## src/rtl/victim_cache_pkg.sv

```systemverilog
// Shared types for the victim cache and its writeback FIFO.
// Optional statistics counters are enabled with VICTIM_CACHE_STATS_EN.
package victim_cache_pkg;
    localparam int VC_LINES_DEF = 4;
    localparam int BLK_OFS_DEF  = 3;

    typedef logic [31:0] ADDR;
    typedef logic [63:0] MEM_BLOCK;

    typedef struct packed {
        logic     valid;
        MEM_BLOCK cache_line;
    } CACHE_DATA;

    // tag holds the block address (addr >> offset bits) so any offset width fits
    typedef struct packed {
        logic     valid;
        logic     dirty;
        ADDR      tag;
        MEM_BLOCK line;
    } VC_ENTRY;

    typedef struct packed {
        ADDR      addr;
        MEM_BLOCK data;
    } VC_WB_REQ;

    function automatic ADDR tag_of(ADDR a, int unsigned ofs);
        return a >> ofs;
    endfunction
endpackage

```

## src/rtl/victim_cache_wb_fifo.sv

```systemverilog
// Two-deep in-order writeback FIFO: up to two pushes per edge (req[0] first),
// valid/ready pop, occupancy exposed as count.
module vc_wb_fifo
    import victim_cache_pkg::*;
(
    input  logic                clock,
    input  logic                reset,
    input  logic [1:0]          push,
    input  VC_WB_REQ [1:0]      req,
    output logic                valid,
    input  logic                ready,
    output VC_WB_REQ            head,
    output logic [1:0]          count
);
    VC_WB_REQ mem [2];
    logic     rd, wr;
    logic     pop;

    assign valid = (count != 2'd0);
    assign head  = mem[rd];
    assign pop   = valid && ready;

    always_ff @(posedge clock or posedge reset) begin
        if (reset) begin
            rd    <= 1'b0;
            wr    <= 1'b0;
            count <= 2'd0;
        end else begin
            if (pop) rd <= ~rd;
            wr    <= wr ^ (push[0] ^ push[1]);
            count <= count + 2'(push[0]) + 2'(push[1]) - 2'(pop);
        end
    end

    // storage needs no reset; valid gates the head
    always_ff @(posedge clock) begin
        case (push)
            2'b01: mem[wr] <= req[0];
            2'b10: mem[wr] <= req[1];
            2'b11: begin
                mem[wr]  <= req[0];
                mem[~wr] <= req[1];
            end
            default: ;
        endcase
    end
endmodule

```

## src/rtl/victim_cache.sv

```systemverilog
// Fully-associative victim cache shared by icache and dcache with promote-on-hit
// and a dirty writeback drain. VICTIM_CACHE_STATS_EN adds hit/insert/writeback counters.
module victim_cache
    import victim_cache_pkg::*;
#(
    parameter int VC_LINES     = VC_LINES_DEF,
    parameter int BLK_OFS_BITS = BLK_OFS_DEF
) (
    input  logic      clock,
    input  logic      reset,
    input  logic      ic_evict_valid,
    input  ADDR       ic_evict_addr,
    input  MEM_BLOCK  ic_evict_data,
    input  logic      dc_evict_valid,
    input  ADDR       dc_evict_addr,
    input  MEM_BLOCK  dc_evict_data,
    input  logic      dc_evict_dirty,
    output logic      evict_ready,
    input  logic      ic_lookup_valid,
    input  ADDR       ic_lookup_addr,
    output CACHE_DATA ic_lookup_out,
    input  logic      dc_lookup_valid,
    input  ADDR       dc_lookup_addr,
    output CACHE_DATA dc_lookup_out,
    output logic      dc_lookup_dirty,
`ifdef VICTIM_CACHE_STATS_EN
    output logic [31:0] stat_hits,
    output logic [31:0] stat_inserts,
    output logic [31:0] stat_writebacks,
`endif
    output logic      wb_valid,
    output ADDR       wb_addr,
    output MEM_BLOCK  wb_data,
    input  logic      wb_ready
);
    localparam int IW = $clog2(VC_LINES);

    VC_ENTRY ents [VC_LINES];
    VC_ENTRY nxt  [VC_LINES];
    logic [IW-1:0] repl_ptr, ptr_n, idx;
    logic [VC_LINES-1:0] ic_hit_vec, dc_hit_vec, freed;
    logic found, upd;
    logic ic_acc, dc_acc, ic_fwd_ic, ic_fwd_dc, dc_fwd_ic, dc_fwd_dc;
    ADDR  ic_lk_tag, dc_lk_tag;
    ADDR  ev_tag [2];
    MEM_BLOCK ev_data [2];
    logic [1:0] ev_dirty, ins, push;
    MEM_BLOCK ic_ent_line, dc_ent_line;
    logic dc_ent_dirty;
    VC_WB_REQ [1:0] wb_req;
    VC_WB_REQ wb_head;
    logic [1:0] wb_count;

    assign evict_ready = (wb_count == 2'd0);
    assign ic_acc      = ic_evict_valid && evict_ready;
    assign dc_acc      = dc_evict_valid && evict_ready;
    assign ic_lk_tag   = tag_of(ic_lookup_addr, BLK_OFS_BITS);
    assign dc_lk_tag   = tag_of(dc_lookup_addr, BLK_OFS_BITS);
    assign ev_tag[0]   = tag_of(ic_evict_addr, BLK_OFS_BITS);
    assign ev_tag[1]   = tag_of(dc_evict_addr, BLK_OFS_BITS);
    assign ev_data[0]  = ic_evict_data;
    assign ev_data[1]  = dc_evict_data;
    assign ev_dirty    = {dc_evict_dirty, 1'b0};

    // Forwarding: <probe>_fwd_<evict port>; a forwarded evict is handed over, not stored
    assign ic_fwd_ic = ic_lookup_valid && ic_acc && (ev_tag[0] == ic_lk_tag);
    assign ic_fwd_dc = ic_lookup_valid && dc_acc && (ev_tag[1] == ic_lk_tag);
    assign dc_fwd_ic = dc_lookup_valid && ic_acc && (ev_tag[0] == dc_lk_tag);
    assign dc_fwd_dc = dc_lookup_valid && dc_acc && (ev_tag[1] == dc_lk_tag);
    assign ins[0]    = ic_acc && !ic_fwd_ic && !dc_fwd_ic;
    assign ins[1]    = dc_acc && !ic_fwd_dc && !dc_fwd_dc;

    // Valid tags are unique, so the hit vectors are one-hot and OR into the data mux
    always_comb begin
        ic_ent_line  = '0;
        dc_ent_line  = '0;
        dc_ent_dirty = 1'b0;
        for (int i = 0; i < VC_LINES; i++) begin
            ic_hit_vec[i] = ic_lookup_valid && ents[i].valid && (ents[i].tag == ic_lk_tag);
            dc_hit_vec[i] = dc_lookup_valid && ents[i].valid && (ents[i].tag == dc_lk_tag);
            if (ic_hit_vec[i]) ic_ent_line |= ents[i].line;
            if (dc_hit_vec[i]) begin
                dc_ent_line  |= ents[i].line;
                dc_ent_dirty |= ents[i].dirty;
            end
        end
        ic_lookup_out.valid      = (|ic_hit_vec) || ic_fwd_ic || ic_fwd_dc;
        ic_lookup_out.cache_line = ic_fwd_dc ? dc_evict_data : (ic_fwd_ic ? ic_evict_data : ic_ent_line);
        dc_lookup_out.valid      = (|dc_hit_vec) || dc_fwd_ic || dc_fwd_dc;
        dc_lookup_out.cache_line = dc_fwd_dc ? dc_evict_data : (dc_fwd_ic ? ic_evict_data : dc_ent_line);
        dc_lookup_dirty          = (dc_fwd_dc && dc_evict_dirty) || dc_ent_dirty;
    end

    // Promote first, then place ic then dc on the updated view so dc sees ic's placement
    always_comb begin
        nxt    = ents;
        ptr_n  = repl_ptr;
        freed  = '0;
        push   = '0;
        wb_req = '0;
        found  = 1'b0;
        upd    = 1'b0;
        idx    = '0;
        for (int i = 0; i < VC_LINES; i++) begin
            if (ic_hit_vec[i] || dc_hit_vec[i]) begin
                nxt[i].valid = 1'b0;
                nxt[i].dirty = 1'b0;
                freed[i]     = 1'b1;
            end
        end
        for (int k = 0; k < 2; k++) begin
            if (ins[k]) begin
                found = 1'b0;
                upd   = 1'b0;
                idx   = '0;
                for (int i = 0; i < VC_LINES; i++) begin
                    if (!found && nxt[i].valid && (nxt[i].tag == ev_tag[k])) begin
                        found = 1'b1;
                        upd   = 1'b1;
                        idx   = IW'(i);
                    end
                end
                for (int i = 0; i < VC_LINES; i++) begin
                    if (!found && !nxt[i].valid && !freed[i]) begin
                        found = 1'b1;
                        idx   = IW'(i);
                    end
                end
                if (!found) begin
                    idx   = ptr_n;
                    ptr_n = ptr_n + 1'b1;
                    if (nxt[idx].valid && nxt[idx].dirty) begin
                        push[k]        = 1'b1;
                        wb_req[k].addr = nxt[idx].tag << BLK_OFS_BITS;
                        wb_req[k].data = nxt[idx].line;
                    end
                end
                nxt[idx].dirty = (upd && nxt[idx].dirty) || ev_dirty[k];
                nxt[idx].valid = 1'b1;
                nxt[idx].tag   = ev_tag[k];
                nxt[idx].line  = ev_data[k];
            end
        end
    end

    always_ff @(posedge clock or posedge reset) begin
        if (reset) begin
            repl_ptr <= '0;
            for (int i = 0; i < VC_LINES; i++) ents[i] <= '0;
        end else begin
            repl_ptr <= ptr_n;
            ents     <= nxt;
        end
    end

    vc_wb_fifo u_wb_fifo (
        .clock (clock),
        .reset (reset),
        .push  (push),
        .req   (wb_req),
        .valid (wb_valid),
        .ready (wb_ready),
        .head  (wb_head),
        .count (wb_count)
    );

    assign wb_addr = wb_head.addr;
    assign wb_data = wb_head.data;

`ifdef VICTIM_CACHE_STATS_EN
    always_ff @(posedge clock or posedge reset) begin
        if (reset) begin
            stat_hits       <= '0;
            stat_inserts    <= '0;
            stat_writebacks <= '0;
        end else begin
            stat_hits       <= stat_hits + 32'(ic_lookup_out.valid) + 32'(dc_lookup_out.valid);
            stat_inserts    <= stat_inserts + 32'(ins[0]) + 32'(ins[1]);
            stat_writebacks <= stat_writebacks + 32'(wb_valid && wb_ready);
        end
    end
`endif
endmodule

```

## config.mk

```make
export PLATFORM = sky130hd
export DESIGN_NAME = victim_cache
export DESIGN_NICKNAME = d
export VERILOG_FILES = /design/src/rtl/victim_cache_pkg.sv /design/src/rtl/victim_cache_wb_fifo.sv /design/src/rtl/victim_cache.sv
export SDC_FILE = /design/constraint.sdc
export NUM_CORES = 2
export LEC_CHECK = 0
export CAP_MARGIN = 25
export CORE_ASPECT_RATIO = 1.2
export CORE_MARGIN = 8
export CORE_UTILIZATION = 40
export CTS_CLUSTER_SIZE = 14
export DETAILED_ROUTE_END_ITERATION = 12
export PLACE_DENSITY = 0.67
export SLEW_MARGIN = 20
export SYNTH_ARGS = -nofsm -noshare
export SYNTH_HDL_FRONTEND = slang
export SYNTH_HIERARCHICAL = 1
export SYNTH_SLANG_ARGS = --single-unit
```

## constraint.sdc

```tcl
create_clock -name clock -period 17.9 [get_ports clock]
set_input_delay 3.58 -clock clock [delete_from_list [all_inputs] [get_ports clock]]
set_output_delay 3.58 -clock clock [all_outputs]
set_load 0.01 [all_outputs]
```

After elaboration in Yosys (flattened, before gate mapping)
Memories as Yosys holds them, arrays and structs flattened. Cells that the tools add are included. W data, S select, Z words.

Eq/ne operators: 23. Add/subtract/negate cells: 5. Order comparisons: 6. Bitwise operators: 19. Reduce and logical (&&, ||, !) cells: 112. Multiplexer cells: 144.

Operators with widths (number): $bwmux W392 (8); $demux W98 S2 (8); $mux W96 (10); $mux W64 (14); $bmux W98 S2 (4); $mux W392 (2); $mux W98 (6); $mux W97 (6); $eq A32 B29 Y1 (16); $or A64 B64 Y64 (6); $eq A29 B29 Y1 (4); $logic_and A1 B1 Y1 (68); $mux W1 (62); $mux W2 (24); $logic_not A1 Y1 (30); $ge A3 B3 Y1 const B (4); $not A2 Y3 (4); $logic_or A1 B1 Y1 (10); $reduce_or A4 Y1 (2); $lt A3 B1 Y1 const B (2); $or A1 B1 Y1 (5); $add A2 B1 Y2 (2); $add A2 B1 Y2 const B (2); $eq A2 B2 Y1 const B (2); 6 further kinds (8).

RAM bits: 192. Bits in registers: 398. Logic and storage cells: 330. Bits of input ports: 264. Output and inout port bits: 229. Memories: 1.

Memory list: u_wb_fifo.mem (depth 2, bits a word 96, rd ports 1, clocked after Yosys merged registers in 0, wr ports 2, line victim_cache_wb_fifo.sv:15) `VC_WB_REQ mem [2];`.

Logic depth before layout (Yosys ltp)
Word-level depth: 107. Mapped depth: 26. Gate-level depth less buffers: 19.

Hierarchy
The synthesis kept the hierarchy.

Modules (own cells, without submodules): victim_cache (cells an instance 4730, times used 1, area an instance 39319.0 um^2, sequential area each 9859.5 um^2); vc_wb_fifo (cells an instance 537, times used 1, area an instance 9675.5 um^2, sequential area each 5865.6 um^2).

Worst setup path before layout
Ideal clock, no wire load.

Path type: input-to-reg. Start: input dc_lookup_addr[10]. End: memory u_wb_fifo/mem[0][0] (netlist bit), enable pin. Data arrival time: 14320 ps. Stages on the path: 21. Slack: 2897 ps. Data required time: 17217 ps. Setup time: 683 ps. Path buffers: 4. Cells stage by stage: clkbuf_1 xnor2_1 nand4_1 or4_1 nor4_2 nor3_1 o21bai_2 a211oi_4 buf_4 mux2i_1 o22ai_1 a2111oi_2 a41oi_1 nand3_1 o21bai_1 buf_2 buf_1 inv_1 inv_1 ha_1 o21ai_0.

RTL lines: start, declared (line victim_cache.sv:23) `input ADDR dc_lookup_addr,`; end, declared (line victim_cache_wb_fifo.sv:15).

==> impl_metrics.ini <==
[run_status]
status = finished, final reports clean

[floorplan]
core_sq_um = 121000
die_w_um = 335
rows = 140
die_y_um = 399
dieArea_sq_um = 134000
ios = 493
start_util_pct = 40.4

[sta]
timing.final.crit_share_pct = 71.6
fmax_ghz = 0.0780
hold_violations = 0
finalSetupTns_ps = 0
finalSetupViolations = 0
skew_ps = 39.4
relSlewSlack_pct = 23.1
rsz0062_at_grt = no
slew_violations = 0
hold_slack_ps = 519
post-route-min-period_ps = 12810
worstMarginPinSlew_ps = 1150

[yosys]
syn-cell-area_sq_um = 49000
synthMuxAreaShare_pct = 26.0
synth_top_family_by_area = multiplexers
synthSimpleGateAreaFrac_pct = 15.1
synthXorXnorAreaFrac_pct = 10.0
synthTopCellsByArea = dfrtp_1, mux2_2, edfxtp_1, xnor2_1, mux4_2
yosysSeqAreaShare_pct = 32.1
synthAdderAreaFrac_pct = 0.163
netlist_top_cells_count = mux2_2, nor2_1, clkbuf_1
synthCells = 5267
synth_edf_count = 192
synth_compound_area_share_pct = 10.9
ys.flop_type = dfrtp_1
yosysWarnings = 6
synth-seq-cells = 590
synth_area_per_cell_sq_um = 9.30
synth_top_cell_by_area = dfrtp_1
synth.top_cell.area_share_pct = 20.3
post-synth-top-count-cell = mux2_2
ys_types = 91
async_reset_ff_share_pct = 67.5

[critical_path]
arrival_ps = 13260
crit_path_start_kind = input pin
crit_type = in -> reg
cp_max_fo = 73
worstPathRequired_ps = 18350
end_kind = flip-flop

[clock_network]
cts-root-buf = clkbuf_16
postCtsResizedCells = 0
insertion_delay_ps = 700
cts_setup_buffers = 0
hold_buffers = 0
cts.sinks = 590
cts_buffer_depth = 3
clkTransAtPathRegs_ps = 60
htreeDepth = 3
cts_tree = done
cts_inserted_buffers = 71

[layout]
final_core_util_pct = 47.5
instances_no_fill = 7113
fillers = 11479
nNetsFinal = 5684
syn_to_final_growth_pct = 17.6
drive_above_1_share_pct = 21.2

[global_route]
grt_antenna_before_repair = 10
grtUsageTotal_pct = 37.6
grt_overflow = 0
grt_first_pass_wirelength_mm = 363
grt_pass1_vias = 46134
grt_max_degree = 164

[pwr]
internal_power_mw = 5.33
switching_share_pct = 47.9
switching_power_mw = 4.90
p_leak_nw = 22.2
finalPower_mw = 10.2
ir_drop_uv = 165
p_seq_share_pct = 29.5
combPwrFrac_pct = 55.4
p_per_area_nw_per_um2 = 177
clockPowerShare_pct = 15.1

[job]
cap_violations = 0

[detailed_routing]
vias = 47956
routed_wirelength_mm = 263
routed_via_density = 6.74
drc = 0
drt_pre_antenna_iters = 10
ant_nets = 0
drt_iter0_drc = 7791
detail_route.wl_per_cell_um = 37.0

[place]
numPortBuffers = 480
dp.cells = 6972
gp_congestion = 1.12
hpwlAfterDp_mm = 167

[worst_hold_path]
hold_path.class = reg -> reg
## cells by family (layout without fill, tap and decap cells)
group,count (synthesis),in the layout
and+or+nand+nor,1573,1573
muxes,1046,1046
AOI/OAI and AO/OA,821,821
buffers and inverters,670,866
DFF,590,590
xor gates and xnor gates,560,560
adders and majority gates,6,6
other,1,18
## sequential cells by signal, indices dropped and copies added (netlist names)
signal / flops
u_wb_fifo/wr: 1
repl_ptr: 2
u_wb_fifo/count: 2
u_wb_fifo/rd: 1
ents: 392
u_wb_fifo/mem: 192
## worst paths after layout
path	depth (start not counted)	slack, ps	start	to
max in group asynchronous	3	12980	reset	ents[43]$_DFF_PP0_
min reg2reg	1	520	ents[290]$_DFF_PP0_	ents[290]$_DFF_PP0_
min in group asynchronous	2	3270	reset	u_wb_fifo/wr$_DFF_PP0_
max reg2reg	21	7970	ents[84]$_DFF_PP0_	u_wb_fifo/mem[0][55]$_DFFE_PP_
min	1	520	ents[290]$_DFF_PP0_	ents[290]$_DFF_PP0_
max	22	5090	dc_lookup_addr[25]	u_wb_fifo/mem[0][55]$_DFFE_PP_
## cell type report
| cell class | instances | area (sq um) | share of cell area (%) |
|---|---|---|---|
| inverter | 59 | 229 | 0.397 |
| clock inverter | 31 | 409 | 0.710 |
| timing repair buffer | 675 | 6410 | 11.1 |
| antenna | 6 | 15.0 | 0.0261 |
| clock buffer | 101 | 2030 | 3.52 |
| tap | 1633 | 2040 | 3.55 |
| multi-input combinational | 4018 | 30700 | 53.4 |
| sequential | 590 | 15700 | 27.3 |
## worst max-delay path: stages
cell	delay, ps
clkdlybuf4s50_1	800
xnor2_1	430
nand4_1	150
nor4_2	910
a22o_1	440
o32a_1	560
a21oi_2	230
a211oi_4	300
buf_4	450
and4b_1	290
o21ai_0	190
a2111oi_2	820
a41oi_1	280
nand3_1	320
o21bai_4	160
buf_4	700
inv_1	190
ha_1	270
nand2_1	170
a21boi_4	840
buf_12	490
mux2_2	420
## per-layer routing
metal  share of wire [%]  track usage, %
met5               0.030           0.147
met3                  12            10.2
met2                  43            57.7
met1                  36            45.4
met4                 8.8            26.8
## metrics by stage
stage / cell area (sq um) / worst slack, ps
after detailed placement: 55100 / 4790
after floorplan: 49000 / 2900
after CTS: 57600 / 5480
after global routing: 57600 / 5050
after global placement: 55000 / 4770
final: 57600 / 5090
## power groups by stage
| stage | Clock [mW] | Combinational [mW] | Sequential (mW) |
|---|---|---|---|
| 2_1_floorplan | 0 | 3.99 | 2.30 |
| 3_3_place_gp | 0 | 5.40 | 2.92 |
| 3_5_place_dp | 0 | 5.48 | 2.95 |
| 4_1_cts | 1.55 | 5.51 | 2.93 |
| 5_1_grt | 1.60 | 5.89 | 3.04 |
| 6_report | 1.54 | 5.66 | 3.02 |
## placed cells by master (no fill, tap or decap), types with 69 or more instances in the layout
master,netlist,final
mux2_2,662,662
nor2_1,538,534
clkdlybuf4s50_1,0,477
xnor2_1,414,411
dfrtp_1,398,395
nand2_1,364,363
a21oi_1,256,255
o22ai_1,209,209
edfxtp_1,192,192
buf_4,15,181
mux2i_1,182,178
nand3_1,164,164
xor2_1,146,146
o21ai_0,146,145
nand4_1,144,144
a222oi_1,131,131
nor3_1,116,116
nor2b_1,100,100
mux4_2,93,93
clkbuf_16,0,71
mux2_1,69,69
(Power assumes the default switching activity.)
